`config.mk`:
```
export PLATFORM = sky130hd
export DESIGN_NAME = v_lane_seq
export DESIGN_NICKNAME = d
export VERILOG_FILES = /design/src/rtl/v_pkg.sv /design/src/rtl/v_wb_delay.sv /design/src/rtl/v_lane_seq.sv
export SDC_FILE = /design/constraint.sdc
export NUM_CORES = 1
export LEC_CHECK = 0
export ABC_CLOCK_PERIOD_IN_PS = 2100
export CORE_ASPECT_RATIO = 0.7
export CORE_MARGIN = 2
export CORE_UTILIZATION = 51
export CTS_BUF_LIST = sky130_fd_sc_hd__clkbuf_8
export CTS_CLUSTER_DIAMETER = 150
export DETAILED_ROUTE_END_ITERATION = 7
export PLACE_DENSITY = 0.85
export SLEW_MARGIN = 20
export SYNTH_ARGS = -nofsm -noshare
export SYNTH_HDL_FRONTEND = slang
export SYNTH_SLANG_ARGS = --single-unit
```
`constraint.sdc`:
```
create_clock -name clk_i -period 2.1 [get_ports clk_i]
set_input_delay 0.42 -clock clk_i [delete_from_list [all_inputs] [get_ports clk_i]]
set_output_delay 0.42 -clock clk_i [all_outputs]
set_load 0.01 [all_outputs]
```
`src/rtl/v_pkg.sv`:
```
// Shared types and default sizing for the vector lane sequencer.
//   state_e     : sequencer FSM states
//   addr_t      : element address within one vector register
//   lane_addr_t : one lane's {valid, addr} as issued on the read port
//                 and carried down the write-back delay line
//   clamp_vl    : limits a requested vector length to the register size
package v_pkg;

    localparam int v_vlen_lp       = 8;
    localparam int v_vdw_lp        = 32;
    localparam int v_lanes_lp      = 4;
    localparam int v_exe_lat_lp    = 2;
    localparam int v_addr_width_lp = $clog2(v_vlen_lp);
    localparam int v_vl_width_lp   = $clog2(v_vlen_lp + 1);
    localparam int v_beats_lp      = v_vlen_lp / v_lanes_lp;

    typedef enum logic [1:0] {
        IDLE  = 2'd0,
        ISSUE = 2'd1,
        DRAIN = 2'd2
    } state_e;

    typedef logic [v_addr_width_lp-1:0] addr_t;

    typedef struct packed {
        logic  valid;
        addr_t addr;
    } lane_addr_t;

    function automatic int clamp_vl(int vl, int vmax);
        return (vl > vmax) ? vmax : vl;
    endfunction

endpackage

```
`src/rtl/v_wb_delay.sv`:
```
// Write-back delay line: exe_lat_p stages of per-lane {valid, addr},
// advancing only when en_i is high so a stall freezes every entry.
//   clk_i, reset_n_i : clock, async active-low reset (clears all stages)
//   en_i             : shift enable (low while stalled)
//   in_i             : per-lane read issue entering the line
//   out_o            : oldest stage, i.e. the write presented this cycle
//   any_valid_o      : a valid entry will still be in the line after the
//                      next shift (incoming entry or any non-final stage)
module v_wb_delay
    import v_pkg::*;
#(
    parameter int lanes_p   = v_lanes_lp,
    parameter int exe_lat_p = v_exe_lat_lp
) (
    input  logic                     clk_i,
    input  logic                     reset_n_i,
    input  logic                     en_i,
    input  lane_addr_t [lanes_p-1:0] in_i,
    output lane_addr_t [lanes_p-1:0] out_o,
    output logic                     any_valid_o
);

    lane_addr_t [exe_lat_p-1:0][lanes_p-1:0] line_q;
    lane_addr_t [exe_lat_p-1:0][lanes_p-1:0] line_d;

    always_comb begin
        line_d = line_q;
        if (en_i) begin
            line_d[0] = in_i;
            for (int s = 1; s < exe_lat_p; s++) begin
                line_d[s] = line_q[s-1];
            end
        end
    end

    always_ff @(posedge clk_i or negedge reset_n_i) begin
        if (!reset_n_i) begin
            line_q <= '0;
        end else begin
            line_q <= line_d;
        end
    end

    assign out_o = line_q[exe_lat_p-1];

    // The final stage is excluded: it retires in the cycle it is presented,
    // so once only it remains the sequencer can leave DRAIN on that edge.
    always_comb begin
        any_valid_o = 1'b0;
        for (int l = 0; l < lanes_p; l++) begin
            any_valid_o = any_valid_o | in_i[l].valid;
        end
        for (int s = 0; s < exe_lat_p - 1; s++) begin
            for (int l = 0; l < lanes_p; l++) begin
                any_valid_o = any_valid_o | line_q[s][l].valid;
            end
        end
    end

endmodule

```
`src/rtl/v_lane_seq.sv`:
```
// Vector lane sequencer: walks one element-wise operation across the
// banked register file, lane i touching only bank i (element b*lanes_p+i
// in beat b), and retires writes exe_lat_p issue-cycles later.
//   clk_i, reset_n_i    : clock, async active-low reset
//   cmd_v_i, cmd_vl_i   : command valid / requested vector length
//   cmd_ready_o         : high in IDLE; command taken on cmd_v_i & ready
//   stall_i             : freezes issue and write-back, masks r_v/w_en
//   r_addr_o, r_v_o     : per-lane read address / valid
//   w_addr_o, w_en_o    : per-lane write address / enable
//   busy_o              : not IDLE
//   done_o              : one-cycle pulse after the last write retires
//
// state | meaning
// IDLE  | ready for a command; vl=0 commands complete here directly
// ISSUE | presenting one beat of reads per non-stalled cycle
// DRAIN | all reads issued, waiting for the write-back line to empty
module v_lane_seq
    import v_pkg::*;
#(
    parameter  int vlen_p        = v_vlen_lp,
    parameter  int vdw_p         = v_vdw_lp,
    parameter  int lanes_p       = v_lanes_lp,
    parameter  int exe_lat_p     = v_exe_lat_lp,
    localparam int addr_width_lp = $clog2(vlen_p),
    localparam int vl_width_lp   = $clog2(vlen_p + 1),
    localparam int beats_lp      = vlen_p / lanes_p
) (
    input  logic                                   clk_i,
    input  logic                                   reset_n_i,
    input  logic                                   cmd_v_i,
    input  logic [vl_width_lp-1:0]                 cmd_vl_i,
    output logic                                   cmd_ready_o,
    input  logic                                   stall_i,
    output logic [lanes_p-1:0][addr_width_lp-1:0]  r_addr_o,
    output logic [lanes_p-1:0]                     r_v_o,
    output logic [lanes_p-1:0][addr_width_lp-1:0]  w_addr_o,
    output logic [lanes_p-1:0]                     w_en_o,
    output logic                                   busy_o,
    output logic                                   done_o
);

    // The lane struct in v_pkg is sized for the package defaults.
    if (vdw_p < 1 || exe_lat_p < 1 || beats_lp * lanes_p != vlen_p ||
        (lanes_p & (lanes_p - 1)) != 0 || addr_width_lp != v_addr_width_lp)
    begin : g_bad_params
        $error("v_lane_seq: unsupported parameter combination");
    end

    typedef lane_addr_t [lanes_p-1:0] beat_t;

    state_e                 state_q, state_d;
    logic [vl_width_lp-1:0] vl_q, vl_d;
    logic [vl_width_lp-1:0] base_q, base_d;   // first element of the next beat
    beat_t                  rd_q, rd_d;
    logic                   done_q, done_d;

    logic [vl_width_lp-1:0] vl_new;
    beat_t                  wb_out;
    logic                   wb_pending;

    function automatic beat_t beat_lanes(logic [vl_width_lp-1:0] base,
                                         logic [vl_width_lp-1:0] vl);
        beat_t b;
        for (int i = 0; i < lanes_p; i++) begin
            b[i].valid = (int'(base) + i) < int'(vl);
            b[i].addr  = addr_t'(int'(base) + i);
        end
        return b;
    endfunction

    assign vl_new = vl_width_lp'(clamp_vl(int'(cmd_vl_i), vlen_p));

    // Beat 0 is loaded on the accepting edge so the first read shows up one
    // cycle after acceptance; each ISSUE cycle then consumes the presented
    // beat and loads the next one.
    always_comb begin
        state_d = state_q;
        vl_d    = vl_q;
        base_d  = base_q;
        rd_d    = rd_q;
        done_d  = 1'b0;
        case (state_q)
            IDLE: begin
                if (cmd_v_i) begin
                    if (vl_new == '0) begin
                        done_d = 1'b1;
                    end else begin
                        vl_d    = vl_new;
                        rd_d    = beat_lanes('0, vl_new);
                        base_d  = vl_width_lp'(lanes_p);
                        state_d = ISSUE;
                    end
                end
            end
            ISSUE: begin
                if (!stall_i) begin
                    if (base_q < vl_q) begin
                        rd_d   = beat_lanes(base_q, vl_q);
                        base_d = base_q + vl_width_lp'(lanes_p);
                    end else begin
                        for (int i = 0; i < lanes_p; i++) begin
                            rd_d[i].valid = 1'b0;
                        end
                        state_d = DRAIN;
                    end
                end
            end
            DRAIN: begin
                if (!stall_i && !wb_pending) begin
                    state_d = IDLE;
                    done_d  = 1'b1;
                end
            end
            default: state_d = IDLE;
        endcase
    end

    always_ff @(posedge clk_i or negedge reset_n_i) begin
        if (!reset_n_i) begin
            state_q <= IDLE;
            vl_q    <= '0;
            base_q  <= '0;
            rd_q    <= '0;
            done_q  <= 1'b0;
        end else begin
            state_q <= state_d;
            vl_q    <= vl_d;
            base_q  <= base_d;
            rd_q    <= rd_d;
            done_q  <= done_d;
        end
    end

    v_wb_delay #(
        .lanes_p   (lanes_p),
        .exe_lat_p (exe_lat_p)
    ) u_wb_delay (
        .clk_i       (clk_i),
        .reset_n_i   (reset_n_i),
        .en_i        (~stall_i),
        .in_i        (rd_q),
        .out_o       (wb_out),
        .any_valid_o (wb_pending)
    );

    assign cmd_ready_o = (state_q == IDLE);
    assign busy_o      = ~cmd_ready_o;
    assign done_o      = done_q;

    always_comb begin
        for (int i = 0; i < lanes_p; i++) begin
            r_addr_o[i] = rd_q[i].addr;
            r_v_o[i]    = rd_q[i].valid & ~stall_i;
            w_addr_o[i] = wb_out[i].addr;
            w_en_o[i]   = wb_out[i].valid & ~stall_i;
        end
    end

endmodule

```
---- Yosys cells after proc, flatten, opt, wreduce, memory -nomap -nowiden ----
Index checks and enable logic that the tools add are counted.
word-level totals
  register bits after elaboration ......... 59
  bits in latches ......................... 0
  bits in writable memories ............... 0
  bits in read-only memories .............. 0
  input bits .............................. 8
  output and inout port bits .............. 35
  logic and storage cells ................. 106
  memories ................................ 0
operators by class
  $add $sub $neg .......................... 4
  multipliers ............................. 0
  div/mod/pow operators ................... 0
  magnitude comparators ................... 10
  equality and inequality tests ........... 8
  shift-type cells ........................ 0
  multiplexer cells ....................... 28
  bitwise operators ....................... 18
  reductions and logical operators ........ 10
operator list
  operator                                           number
  < comparator 32 x 5 -> 1 bit                       3
  two-way mux 16 bit                                 3
  one-hot mux 16 bit (2 select lines)                1
  two-way mux 4 bit                                  5
  two-way mux 3 bit                                  4
  != test 2 bit, second input constant               6
  adder 4 x 2 -> 5 bit, second input constant        2
  two-way mux 2 bit                                  5
  AND reduction 5 bit                                2
  AND 1 bit                                          8
  < comparator 1 x 4 -> 1 bit, first input constant  2
  < comparator 2 x 4 -> 1 bit, first input constant  2
  < comparator 4 bit                                 2
  one-hot mux 4 bit (2 select lines)                 1
  two-way mux 1 bit                                  7
  OR 1 bit                                           7
  one-hot mux 2 bit (3 select lines)                 1
  adder 4 x 1 -> 5 bit, second input constant        1
  adder 4 x 3 -> 4 bit, second input constant        1
  > comparator 4 bit, second input constant          1
  zero test 4 bit                                    1
  AND reduction 4 bit                                1
  NOT 1 bit                                          3
  AND reduction 3 bit                                1
  7 further kinds                                    8

---- Depth between registers and ports, before layout ----
  depth in word-level cells ............... 11
  gate-level depth with buffers ........... 6
  gate-level depth less buffers ........... 6

---- Cells and area by module ----
A second synthesis with hierarchy kept.
second synthesis, totals
  cells, all modules ...................... 205
  area, all modules ....................... 2571.2 sq um
by module, submodules not included
  module      times used  cells an instance  area an instance (sq um)  seq. area each (sq um)
  v_wb_delay  1           87                 1481.4                    800.8
  v_lane_seq  1           118                1089.8                    425.4

---- Least setup slack after synthesis ----
OpenSTA, ideal clock, no wires.
  kind .................................... reg-to-reg
  start point ............................. register base_q[3]
  end point ............................... register rd_q[15] in the netlist's numbering
  library setup time ...................... 0.077 ns
  arrival time ............................ 1.801 ns
  data required time ...................... 2.023 ns
  slack ................................... 0.222 ns
  stages on the path, launching flop included .. 6
  buffers on the path ..................... 0
  clock period less this slack ............ 1.878 ns
  path through ............................ dfrtp_1 > ha_1 > or4b_1 > o31a_1 > o32a_1 > a21oi_1
between the ends
  word-level cells in the longest chain between the ends .. 5
  elaborated cells on any way between the ends .. 6
  classes of those cells .................. add/sub (1); order compare (2); mux (3)
ends and longest elaborated chain
  item                                     line               text
  from (decl)                              v_lane_seq.sv:53   logic [vl_width_lp-1:0] base_q, base_d;
  from (signal assigned)                   v_lane_seq.sv:128  base_q <= base_d;
  adder 4 x 2 -> 5 bit                     -
  < comparator 32 x 5 -> 1 bit             v_lane_seq.sv:65   b[i].valid = (int'(base) + i) < int'(vl);
  two-way mux 1 bit (*)                    v_lane_seq.sv:97   if (base_q < vl_q) begin
  two-way mux 16 bit (*)                   v_lane_seq.sv:96   if (!stall_i) begin
  one-hot mux 16 bit (2 select lines) (*)  v_lane_seq.sv:82   case (state_q)
  to (signal assigned)                     v_lane_seq.sv:129  rd_q <= rd_d;
  to (decl)                                v_lane_seq.sv:54   beat_t rd_q, rd_d;
Mark *: on every way between the ends. The rest lies on a longest branch, timed or not. The select of a mux whose other input is x is not followed.
A chain may end at the register's enable or synchronous reset.

---- Final worst setup path ----
  start point ............................. register vl_q[3]
  end point ............................... register rd_q[15] in the netlist's numbering
between the ends
  word-level cells in the longest chain between the ends .. 4
  elaborated cells on any way between the ends .. 5
  classes of those cells .................. order compare (2); mux (3)
ends and longest elaborated chain
  item                                                                       line                                text
  from (decl)                                                                v_lane_seq.sv:52                    logic [vl_width_lp-1:0] vl_q, vl_d;
  from (signal assigned)                                                     v_lane_seq.sv:127                   vl_q <= vl_d;
  < comparator 32 x 5 -> 1 bit / < comparator 4 bit (equally long branches)  v_lane_seq.sv:65, v_lane_seq.sv:97
  two-way mux 1 bit (*)                                                      v_lane_seq.sv:97
  two-way mux 16 bit (*)                                                     v_lane_seq.sv:96
  one-hot mux 16 bit (2 select lines) (*)                                    v_lane_seq.sv:82
Marks and branches as above.

==> flow_summary.ini <==
[floorplanning]
rows = 17
die_w_um = 74.7
core_mm2 = 0.00325
pin_count = 43
initial_core_util_pct = 54.8
die_area_mm2 = 0.00400
fp.dieH_um = 53.5

[final_layout]
stdcell_count = 249
layout_commonest_cell = dfrtp_1
nets = 216
diodes = 0
utilization_pct = 68.5
area_growth_pct = 25.0
final_cell_mix = dfrtp_1 (33), clkdlybuf4s50_1 (26), mux2_2 (15), buf_4 (15), nor2b_1 (10)
layout-drive-gt1-share_pct = 19.8

[clock_network]
clk_pin_slew_ps = 60
cts.sinks = 33
clk_latency_ps = 280
cts_tree = done
numCtsBuffers = 5
h-tree-depth = 2
cts-root-buf = clkbuf_8
ctsHoldBuffers = 0
clock_path_buffers = 2

[setup_path]
worstPathRequired_ps = 2310
critPathMaxFanout = 4
worstSetupPathType = register to register
rrSetupSlack_ps = 90
crit_arrival_ps = 2220
crit_path_start_kind = register
crit_path_end_kind = register

[sta]
post-route-worst-setup-slack_ps = 90.3
fin_skew_ps = 3.89
drv_slew = 0
finalSetupViolations = 0
hold_viol_final = 0
fmax_ghz = 0.498
period_minus_slack_ps = 2010
fin_crit_sh_pct = 95.7
setup-tns-final_ps = 0
rsz0062_at_grt = no

[global_route]
grt_use_total_pct = 21.0
grt_max_degree = 34
grt_pass1_vias = 1244
overflow = 0
grt_pass1_wl_um = 5940
antenna_found_initial = 0

[detailed_routing]
vias = 1331
drc = 0
final_antenna_net_count = 0
drt_iter0_drc = 49
totalWireLength_um = 3840
dr.pass1.iters = 4
wl_per_cell_um = 15.4
viasPerCell = 5.35

[placed_design]
dp_slack_ps = -96.8
portBuffers = 34
dpl.hpwl_um = 2880
placedCellCount = 241
gp_congestion = 1.01

[job]
drv_cap = 0

[worst_hold_path]
min_path_type = register to register

[logic_synthesis]
synth_area_mm2 = 0.00178
synth_edf_count = 0
synth_area_per_cell_um2 = 10.6
seq_area_frac_synth_pct = 46.3
synthCells = 168
ys_warn_count = 0
synth-seq-cells = 33
ys_async_sr_fraction_pct = 100
synth_ff_type = dfrtp_1
synth.distinct_cells = 37

[power_and_ir_drop]
p_leak_nw = 0.996
p_per_area_mw_per_mm2 = 1240
peakVddDrop_mv = 0.854

[run_status]
status = complete, no violations
what timing repair did:
item,4_1_cts,5_1_grt
setup endpoints to repair,9,5
gates resized for setup,8,3
buffers inserted,1,0
pin swaps,0,0
gates cloned,0,0
logic make-up (layout without fill, tap and decap cells):
| family | Yosys count | after routing | share of synthesized area (%) |
|---|---|---|---|
| mux | 17 | 17 | 10.6 |
| xor+xnor | 1 | 1 | 0.491 |
| flops | 33 | 33 | 46.3 |
| compound gates | 28 | 28 | 11.6 |
| other cells | 1 | 8 | 0.210 |
| simple gates | 44 | 44 | 13.5 |
| buf+inv | 38 | 65 | 13.1 |
| fa+ha+maj | 6 | 6 | 4.21 |
layout make-up:
cell class              instances  area (µm²)
clock buffers                   6        82.6
clock inverters                 1        3.75
fillers                       232        1020
inverters                       8        30.0
multi-input cells             104         766
flip-flops and latches         33         826
well taps                      47        58.8
repair buffers                 50         463
routing by layer:
metal | GRT usage [%] | vias to the layer above | routed length, µm
li1 | - | 619 | -
met1 | 25.3 | 648 | 1610
met2 | 33.9 | 52 | 1880
met3 | 5.33 | 12 | 225
met4 | 12.5 | 0 | 119
met5 | 0 | - | 0
registers in the layout (all words and copies together) (netlist names):
signal and count:
u_wb_delay.line_q 8, r_addr_o 4, u_wb_delay.out_o 8, base_q 2, vl_q 4, state_q 2, rd_q 4, done_o 1
cell usage after synthesis (5+ instances only):
cell type	number	area, µm²
a21o_1	5	37.5
inv_1	8	30.0
o21ai_0	6	30.0
nor2b_1	10	62.6
nor2_1	7	26.3
mux2_2	15	169
ha_1	6	75.1
nand2_1	8	30.0
dfrtp_1	33	826
nand2b_1	6	37.5
buf_4	24	180
final timing paths:
kind	from	end	cells past startpoint
worst max register to register	vl_q[3]	rd_q[15]	6
worst min register to register	vl_q[2]	vl_q[2]	2
min in group asynchronous	reset_n_i	u_wb_delay.line_q[14]	2
max in group asynchronous	reset_n_i	rd_q[15]	2
worst min-delay path	vl_q[2]	vl_q[2]	2
worst max-delay path	vl_q[3]	rd_q[15]	6
power by group:
group	internal (W)	total (W)	switching (W)
clock network	0.000255	0.000466	0.000212
registers	0.000838	0.00101	0.000175
logic	0.000680	0.00129	0.000611
total	0.00177	0.00277	0.000997
metrics by stage:
stage	power, W	hold slack (ps)	instance area (µm²)
after floorplan	0.00180	124	1810
after global placement	0.00219	468	2130
after detailed placement	0.00227	484	2130
after CTS	0.00274	499	2210
after global routing	0.00295	519	2230
final	0.00277	494	2230
worst max-delay path: stages (launching register included):
cell and delay [ps]:
dfrtp_1 400, inv_2 110, ha_4 220, or4b_1 540, o31a_1 160, o32a_1 370, a21oi_1 140
Note: power is estimated with default switching activity, not from simulation.
